`src/rtl/mul_div_unit.sv`:
```
// ---------------------------------------------------------------------------
// mul_div_unit
//   Iterative signed multiply / divide engine placed between the Y register
//   (operand A) and the bus (operand B). The 2*WIDTH-bit result is offered on
//   z_hi/z_lo for loading into ZHI/ZLO.
//   Multiply: radix-2 Booth, one step per cycle.
//   Divide  : non-restoring division on magnitudes, with sign correction in
//             a final fix-up cycle (quotient truncates toward zero, remainder
//             carries the sign of the dividend).
//
// Ports
//   clk        system clock, rising edge
//   clr        asynchronous active-high reset
//   start      request a new operation (honoured only when not busy)
//   op         0 = signed multiply, 1 = signed divide
//   operand_a  multiplicand / dividend
//   operand_b  multiplier / divisor
//   busy       operation in progress
//   done       one-cycle result-valid pulse
//   div_zero   last divide had divisor 0 (valid with done, held)
//   z_hi       mul: product high half; div: remainder
//   z_lo       mul: product low half;  div: quotient
// ---------------------------------------------------------------------------
module mul_div_unit #(
  parameter int WIDTH = 32
) (
  input  logic             clk,
  input  logic             clr,
  input  logic             start,
  input  logic             op,
  input  logic [WIDTH-1:0] operand_a,
  input  logic [WIDTH-1:0] operand_b,
  output logic             busy,
  output logic             done,
  output logic             div_zero,
  output logic [WIDTH-1:0] z_hi,
  output logic [WIDTH-1:0] z_lo
);

  localparam int CW = $clog2(WIDTH + 1);
  localparam int AW = WIDTH + 2;  // accumulator: two guard bits for Booth/divide headroom

  typedef enum logic [1:0] {
    S_IDLE = 2'd0,
    S_RUN  = 2'd1,
    S_FIX  = 2'd2,
    S_DONE = 2'd3
  } state_t;

  state_t          state;
  state_t          state_next;

  logic [AW-1:0]    acc;       // Booth partial product / divide partial remainder
  logic [WIDTH-1:0] qreg;      // Booth multiplier / divide quotient shift register
  logic             q_m1;      // Booth extra bit q(-1)
  logic [WIDTH-1:0] mreg;      // multiplicand (signed) or |divisor| (unsigned)
  logic [WIDTH-1:0] a_hold;    // original dividend, returned on divide-by-zero
  logic             op_div;
  logic             a_neg;
  logic             q_neg;
  logic             b_zero;
  logic [CW-1:0]    cnt;

  logic             accept;
  logic             last_step;
  logic [WIDTH-1:0] a_abs;
  logic [WIDTH-1:0] b_abs;

  logic [AW-1:0]    m_ext;
  logic [AW-1:0]    m_uns;
  logic [AW-1:0]    booth_sum;
  logic [AW-1:0]    booth_acc;
  logic [WIDTH-1:0] booth_q;
  logic [AW-1:0]    div_shift;
  logic [AW-1:0]    div_acc;
  logic [WIDTH-1:0] div_q;
  logic [WIDTH-1:0] rem_mag;
  logic [WIDTH-1:0] quot_fix;
  logic [WIDTH-1:0] rem_fix;

  // State register.
  always_ff @(posedge clk or posedge clr) begin
    if (clr) begin
      state <= S_IDLE;
    end else begin
      state <= state_next;
    end
  end

  // Next-state logic and start acceptance.
  always_comb begin
    state_next = state;
    accept     = 1'b0;
    last_step  = (cnt == CW'(WIDTH - 1));
    case (state)
      S_IDLE: begin
        if (start) begin
          state_next = S_RUN;
          accept     = 1'b1;
        end else begin
          state_next = S_IDLE;
        end
      end
      S_RUN: begin
        if (last_step) begin
          state_next = S_FIX;
        end else begin
          state_next = S_RUN;
        end
      end
      S_FIX: begin
        state_next = S_DONE;
      end
      S_DONE: begin
        // Allows back-to-back operations without an idle cycle.
        if (start) begin
          state_next = S_RUN;
          accept     = 1'b1;
        end else begin
          state_next = S_IDLE;
        end
      end
      default: begin
        state_next = S_IDLE;
      end
    endcase
  end

  // Operand magnitudes; the most negative value maps to 2^(WIDTH-1) unsigned.
  always_comb begin
    if (operand_a[WIDTH-1]) begin
      a_abs = -operand_a;
    end else begin
      a_abs = operand_a;
    end
    if (operand_b[WIDTH-1]) begin
      b_abs = -operand_b;
    end else begin
      b_abs = operand_b;
    end
  end

  // One radix-2 Booth step: add/subtract multiplicand, then arithmetic shift right.
  always_comb begin
    m_ext = {{2{mreg[WIDTH-1]}}, mreg};
    case ({qreg[0], q_m1})
      2'b01:   booth_sum = acc + m_ext;
      2'b10:   booth_sum = acc - m_ext;
      default: booth_sum = acc;
    endcase
    booth_acc = {booth_sum[AW-1], booth_sum[AW-1:1]};
    booth_q   = {booth_sum[0], qreg[WIDTH-1:1]};
  end

  // One non-restoring step: shift left, subtract or add |divisor| by remainder sign.
  always_comb begin
    m_uns     = {2'b00, mreg};
    div_shift = {acc[AW-2:0], qreg[WIDTH-1]};
    if (acc[AW-1]) begin
      div_acc = div_shift + m_uns;
    end else begin
      div_acc = div_shift - m_uns;
    end
    div_q = {qreg[WIDTH-2:0], ~div_acc[AW-1]};
  end

  // Final divide correction: restore a negative remainder, then apply signs.
  // The restored remainder lies in [0, |b|), so WIDTH-bit arithmetic suffices.
  always_comb begin
    if (acc[AW-1]) begin
      rem_mag = acc[WIDTH-1:0] + mreg;
    end else begin
      rem_mag = acc[WIDTH-1:0];
    end
    if (q_neg) begin
      quot_fix = -qreg;
    end else begin
      quot_fix = qreg;
    end
    if (a_neg) begin
      rem_fix = -rem_mag;
    end else begin
      rem_fix = rem_mag;
    end
  end

  // Datapath, counter and registered outputs.
  always_ff @(posedge clk or posedge clr) begin
    if (clr) begin
      acc      <= {AW{1'b0}};
      qreg     <= {WIDTH{1'b0}};
      q_m1     <= 1'b0;
      mreg     <= {WIDTH{1'b0}};
      a_hold   <= {WIDTH{1'b0}};
      op_div   <= 1'b0;
      a_neg    <= 1'b0;
      q_neg    <= 1'b0;
      b_zero   <= 1'b0;
      cnt      <= {CW{1'b0}};
      busy     <= 1'b0;
      done     <= 1'b0;
      div_zero <= 1'b0;
      z_hi     <= {WIDTH{1'b0}};
      z_lo     <= {WIDTH{1'b0}};
    end else begin
      case (state)
        S_IDLE, S_DONE: begin
          done <= 1'b0;
          if (accept) begin
            busy   <= 1'b1;
            cnt    <= {CW{1'b0}};
            op_div <= op;
            a_hold <= operand_a;
            acc    <= {AW{1'b0}};
            q_m1   <= 1'b0;
            a_neg  <= operand_a[WIDTH-1];
            q_neg  <= operand_a[WIDTH-1] ^ operand_b[WIDTH-1];
            b_zero <= (operand_b == {WIDTH{1'b0}});
            if (op) begin
              qreg <= a_abs;
              mreg <= b_abs;
            end else begin
              qreg <= operand_b;
              mreg <= operand_a;
            end
          end
        end
        S_RUN: begin
          cnt <= cnt + CW'(1);
          if (op_div) begin
            acc  <= div_acc;
            qreg <= div_q;
          end else begin
            acc  <= booth_acc;
            qreg <= booth_q;
            q_m1 <= qreg[0];
          end
        end
        S_FIX: begin
          busy <= 1'b0;
          done <= 1'b1;
          if (!op_div) begin
            z_hi     <= acc[WIDTH-1:0];
            z_lo     <= qreg;
            div_zero <= 1'b0;
          end else if (b_zero) begin
            z_hi     <= a_hold;
            z_lo     <= {WIDTH{1'b1}};
            div_zero <= 1'b1;
          end else begin
            z_hi     <= rem_fix;
            z_lo     <= quot_fix;
            div_zero <= 1'b0;
          end
        end
        default: begin
          done <= 1'b0;
        end
      endcase
    end
  end

endmodule

```
`config.mk`:
```
export PLATFORM = sky130hd
export DESIGN_NAME = mul_div_unit
export DESIGN_NICKNAME = d
export VERILOG_FILES = /design/src/rtl/mul_div_unit.sv
export SDC_FILE = /design/constraint.sdc
export NUM_CORES = 1
export LEC_CHECK = 0
export CAP_MARGIN = 0
export CORE_MARGIN = 10
export CORE_UTILIZATION = 50
export DETAILED_ROUTE_END_ITERATION = 10
export PLACE_DENSITY_LB_ADDON = 0.05
export SYNTH_ARGS = -nofsm -noshare
export SYNTH_HDL_FRONTEND = slang
export SYNTH_SLANG_ARGS = --single-unit
```
`constraint.sdc`:
```
create_clock -name clk -period 7.2 [get_ports clk]
set_clock_uncertainty 0.2 [all_clocks]
set_input_delay 0.72 -clock clk [delete_from_list [all_inputs] [get_ports clk]]
set_output_delay 0.72 -clock clk [all_outputs]
set_load 0.005 [all_outputs]
```
==> results.sh <==
export IMPL_worst_r2r_setup_slack_ns=1.21
export IMPL_cts_hold_fix_buffers=0
export IMPL_drtPass1Iterations=6
export IMPL_timing_fmax_mhz=167.0
export IMPL_number_of_standard_cells_after_synthesis=2416
export IMPL_post_drt_via_cell_ratio=5.975
export IMPL_whs_endpoint="a_hold[0]$_DFFE_PP0P_"
export IMPL_layout_area_seq_mm2=0.005235
export IMPL_mappedNetlistNets=2593
export IMPL_postCtsSetupBuffers=0
export IMPL_clock_insertion_delay_worst_skew_ns=0.58
export IMPL_setup_violations_final=0
export IMPL_synth_main_ff_cell="sky130_fd_sc_hd__dfrtp_1"
export IMPL_drt_iter0_markers=1311
export IMPL_drive_above_1_share_pct=5.726
export IMPL_maxCapViolations=0
export IMPL_via_count=17880
export IMPL_fin_cells=2993
export IMPL_status="completed"
export IMPL_asyncSetResetFlopFracSynth_pct=100.0
export IMPL_min_delay_path_depth=2
export IMPL_fill_cell_instance_count_of_the_final_layout=3519
export IMPL_whs_ns=0.2939
export IMPL_post_synth_cell_area_avg_um2=7.875
export IMPL_worst_r2r_path_depth=17
export IMPL_floorplan_rows=71
export IMPL_gp_congestion=0.9317
export IMPL_post_route_min_period_ns=5.988
export IMPL_port_buffer_count=134
export IMPL_numCtsBuffers=27
export IMPL_drt_wirelength_per_cell_um=20.54
export IMPL_synth_cell_area_mm2=0.01903
export IMPL_cp_end_kind="flip-flop"
export IMPL_tritoncts_clock_tree="done"
export IMPL_groute_usage_overall_pct=25.65
export IMPL_hold_viol_final=0
export IMPL_relSlewSlack_pct=30.32
export IMPL_multiInputGateArea_mm2=0.01301
export IMPL_worst_ep_arrival_time_ns=6.24
export IMPL_critical_path_peak_fanout=6
export IMPL_min_delay_start="a_hold[0]$_DFFE_PP0P_"
export IMPL_cts_max_level=1
export IMPL_report_final_slew_viol_count=0
export IMPL_grt_overflow_total=0
export IMPL_r2r_end="acc[32]$_DFFE_PP0P_"
export IMPL_tns_ns=0
export IMPL_setup_repair_after_global_routing_missed_its_margin="no"
export IMPL_synth_warning_count=0
export IMPL_fin_util_pct=57.13
export IMPL_synthMostInstantiatedCell="sky130_fd_sc_hd__nor2_1"
export IMPL_distinct_cells_synth=95
export IMPL_cts_max_path_buffers=3
export IMPL_worst_setup_path_class="reg2reg"
export IMPL_top_area_cell_type_share_of_the_netlist_area_pct=27.49
export IMPL_postSynthRegisterBits=209
export IMPL_synth_sequential_area_ratio_pct=27.49
export IMPL_min_path_type="reg2reg"
export IMPL_tightestPinTransition_ns=1.045
export IMPL_post_synth_main_area_contributors="sky130_fd_sc_hd__dfrtp_1 27%, sky130_fd_sc_hd__ha_1 7.0%, sky130_fd_sc_hd__xor2_1 6.9%"
export IMPL_area_delta_synth_final_pct=12.83
export IMPL_post_cts_resized=0
export IMPL_worstPathRequired_ns=7.46
export IMPL_placed_cells_incl_taps=2945
export IMPL_design_die_area_mm2=0.04626
export IMPL_dpl_hpwl_um=46750
export IMPL_synth_common_cells="268 x sky130_fd_sc_hd__nor2_1, 266 x sky130_fd_sc_hd__nand2_1, 248 x sky130_fd_sc_hd__o21ai_0"
export IMPL_clk_pin_slew_worst_paths_ns=0.06
export IMPL_route_detailed_drc=0
export IMPL_worstReg2RegStart="mreg[5]$_DFFE_PP0P_"
export IMPL_grt_pass1_wl_um=96920
export IMPL_clock_sink_count=209
export IMPL_netlist_top_cell_by_area="sky130_fd_sc_hd__dfrtp_1"
export IMPL_grt_antenna_before_repair=4
export IMPL_floorplan_io_pins=135
export IMPL_coreArea_mm2=0.03758
export IMPL_first_global_vias=17180
export IMPL_die_width_um=215.1
export IMPL_fp_dieH_um=215.1
export IMPL_start_util_pct=50.63
export IMPL_post_route_period_util_pct=83.17
export IMPL_total_number_of_nets_in_the_final_design=2640
export IMPL_cts_root_buf="sky130_fd_sc_hd__clkbuf_16"
export IMPL_maximum_number_of_pins_on_one_net_before_global_route_repair=122
export IMPL_postRouteAntennaNets=0
export IMPL_worstSetupStartpointType="flip-flop"
export IMPL_number_of_flops_mapped_to_enable_cells_by_yosys=0
export IMPL_route_final_wire_length_um=61470
cell families after synthesis:
kind of cell    after synthesis  share of synthesized area [%]
compound gates              788                          25.78
mux                          91                          5.017
simple gates                755                          18.48
buf+inv                     210                          4.261
fa+ha+maj                   109                          7.286
flops                       209                          27.49
xor+xnor                    254                          11.69
sequential cells by signal, summed over array words and instances, names as in the netlist, 2 cells and up:
signal and count:
a_hold 32, cnt 6, mreg 32, acc 34, z_lo 32, qreg 32, z_hi 32, state 2
layout make-up:
| cell class | instances | share of cell area, % |
|---|---|---|
| tap | 511 | 2.978 |
| clock inverter | 8 | 0.2564 |
| inverter | 73 | 1.311 |
| multi-input combinational | 1997 | 60.60 |
| clock buffer | 38 | 3.479 |
| sequential | 209 | 24.39 |
| antenna | 2 | 0.02331 |
| timing repair buffer | 155 | 6.971 |
metal layers:
metal  track usage, %  vias to the layer above  part of all wire [%]
met5                0                        -                 0.036
met4            7.768                        4                   3.1
met3            4.410                      101                   6.5
met2            40.64                      517                    45
met1            35.07                     8482                    46
li1                 -                     8780                     -
placed cells by master (no fill, tap or decap), types with 32 or more instances in the layout:
cell type	instances
sky130_fd_sc_hd__inv_1	70
sky130_fd_sc_hd__ha_1	105
sky130_fd_sc_hd__nor2_1	267
sky130_fd_sc_hd__mux2i_1	56
sky130_fd_sc_hd__a21o_1	45
sky130_fd_sc_hd__nand2_1	265
sky130_fd_sc_hd__o21ai_0	247
sky130_fd_sc_hd__dfrtp_1	207
sky130_fd_sc_hd__xor2_1	150
sky130_fd_sc_hd__clkdlybuf4s50_1	133
sky130_fd_sc_hd__mux2_2	35
sky130_fd_sc_hd__xnor2_1	104
sky130_fd_sc_hd__a21oi_1	224
sky130_fd_sc_hd__o211ai_1	39
sky130_fd_sc_hd__o31ai_1	32
through the flow:
step	cell area, um^2	setup slack [ns]
after floorplan	19030	0.5708
after global placement	20660	1.450
after detailed placement	20660	1.317
after CTS	21460	1.299
after global routing	21470	0.8039
final	21470	1.212
worst max path at each step:
stage | startpoint | to | slack (ns) | cells past startpoint
2_1_floorplan | clr | a_hold[0]$_DFFE_PP0P_ | 0.57 | 1
3_3_place_gp | mreg[5]$_DFFE_PP0P_ | acc[32]$_DFFE_PP0P_ | 1.45 | 17
3_5_place_dp | mreg[5]$_DFFE_PP0P_ | acc[32]$_DFFE_PP0P_ | 1.32 | 17
4_1_cts | mreg[5]$_DFFE_PP0P_ | acc[32]$_DFFE_PP0P_ | 1.30 | 17
5_1_grt | mreg[5]$_DFFE_PP0P_ | acc[32]$_DFFE_PP0P_ | 0.80 | 17
6_report | mreg[5]$_DFFE_PP0P_ | acc[32]$_DFFE_PP0P_ | 1.21 | 17
worst max-delay path, cell delays in order (launching register included):
cell	delay (ns)
sky130_fd_sc_hd__dfrtp_1	0.45
sky130_fd_sc_hd__or3_1	0.47
sky130_fd_sc_hd__or2_2	0.34
sky130_fd_sc_hd__nor4_1	0.48
sky130_fd_sc_hd__nand2b_1	0.23
sky130_fd_sc_hd__nor4_1	0.33
sky130_fd_sc_hd__nor2_1	0.09
sky130_fd_sc_hd__xnor2_1	0.14
sky130_fd_sc_hd__ha_1	0.35
sky130_fd_sc_hd__nand4_1	0.17
sky130_fd_sc_hd__or2_2	0.30
sky130_fd_sc_hd__a2111oi_0	0.79
sky130_fd_sc_hd__o21ai_0	0.36
sky130_fd_sc_hd__a211o_1	0.35
sky130_fd_sc_hd__nand3_1	0.07
sky130_fd_sc_hd__nor3b_2	0.26
sky130_fd_sc_hd__xnor2_1	0.13
sky130_fd_sc_hd__a221o_1	0.33
Power is not shown: default switching activity piles up to over one toggle a cycle in this logic, so the estimate is an artifact.
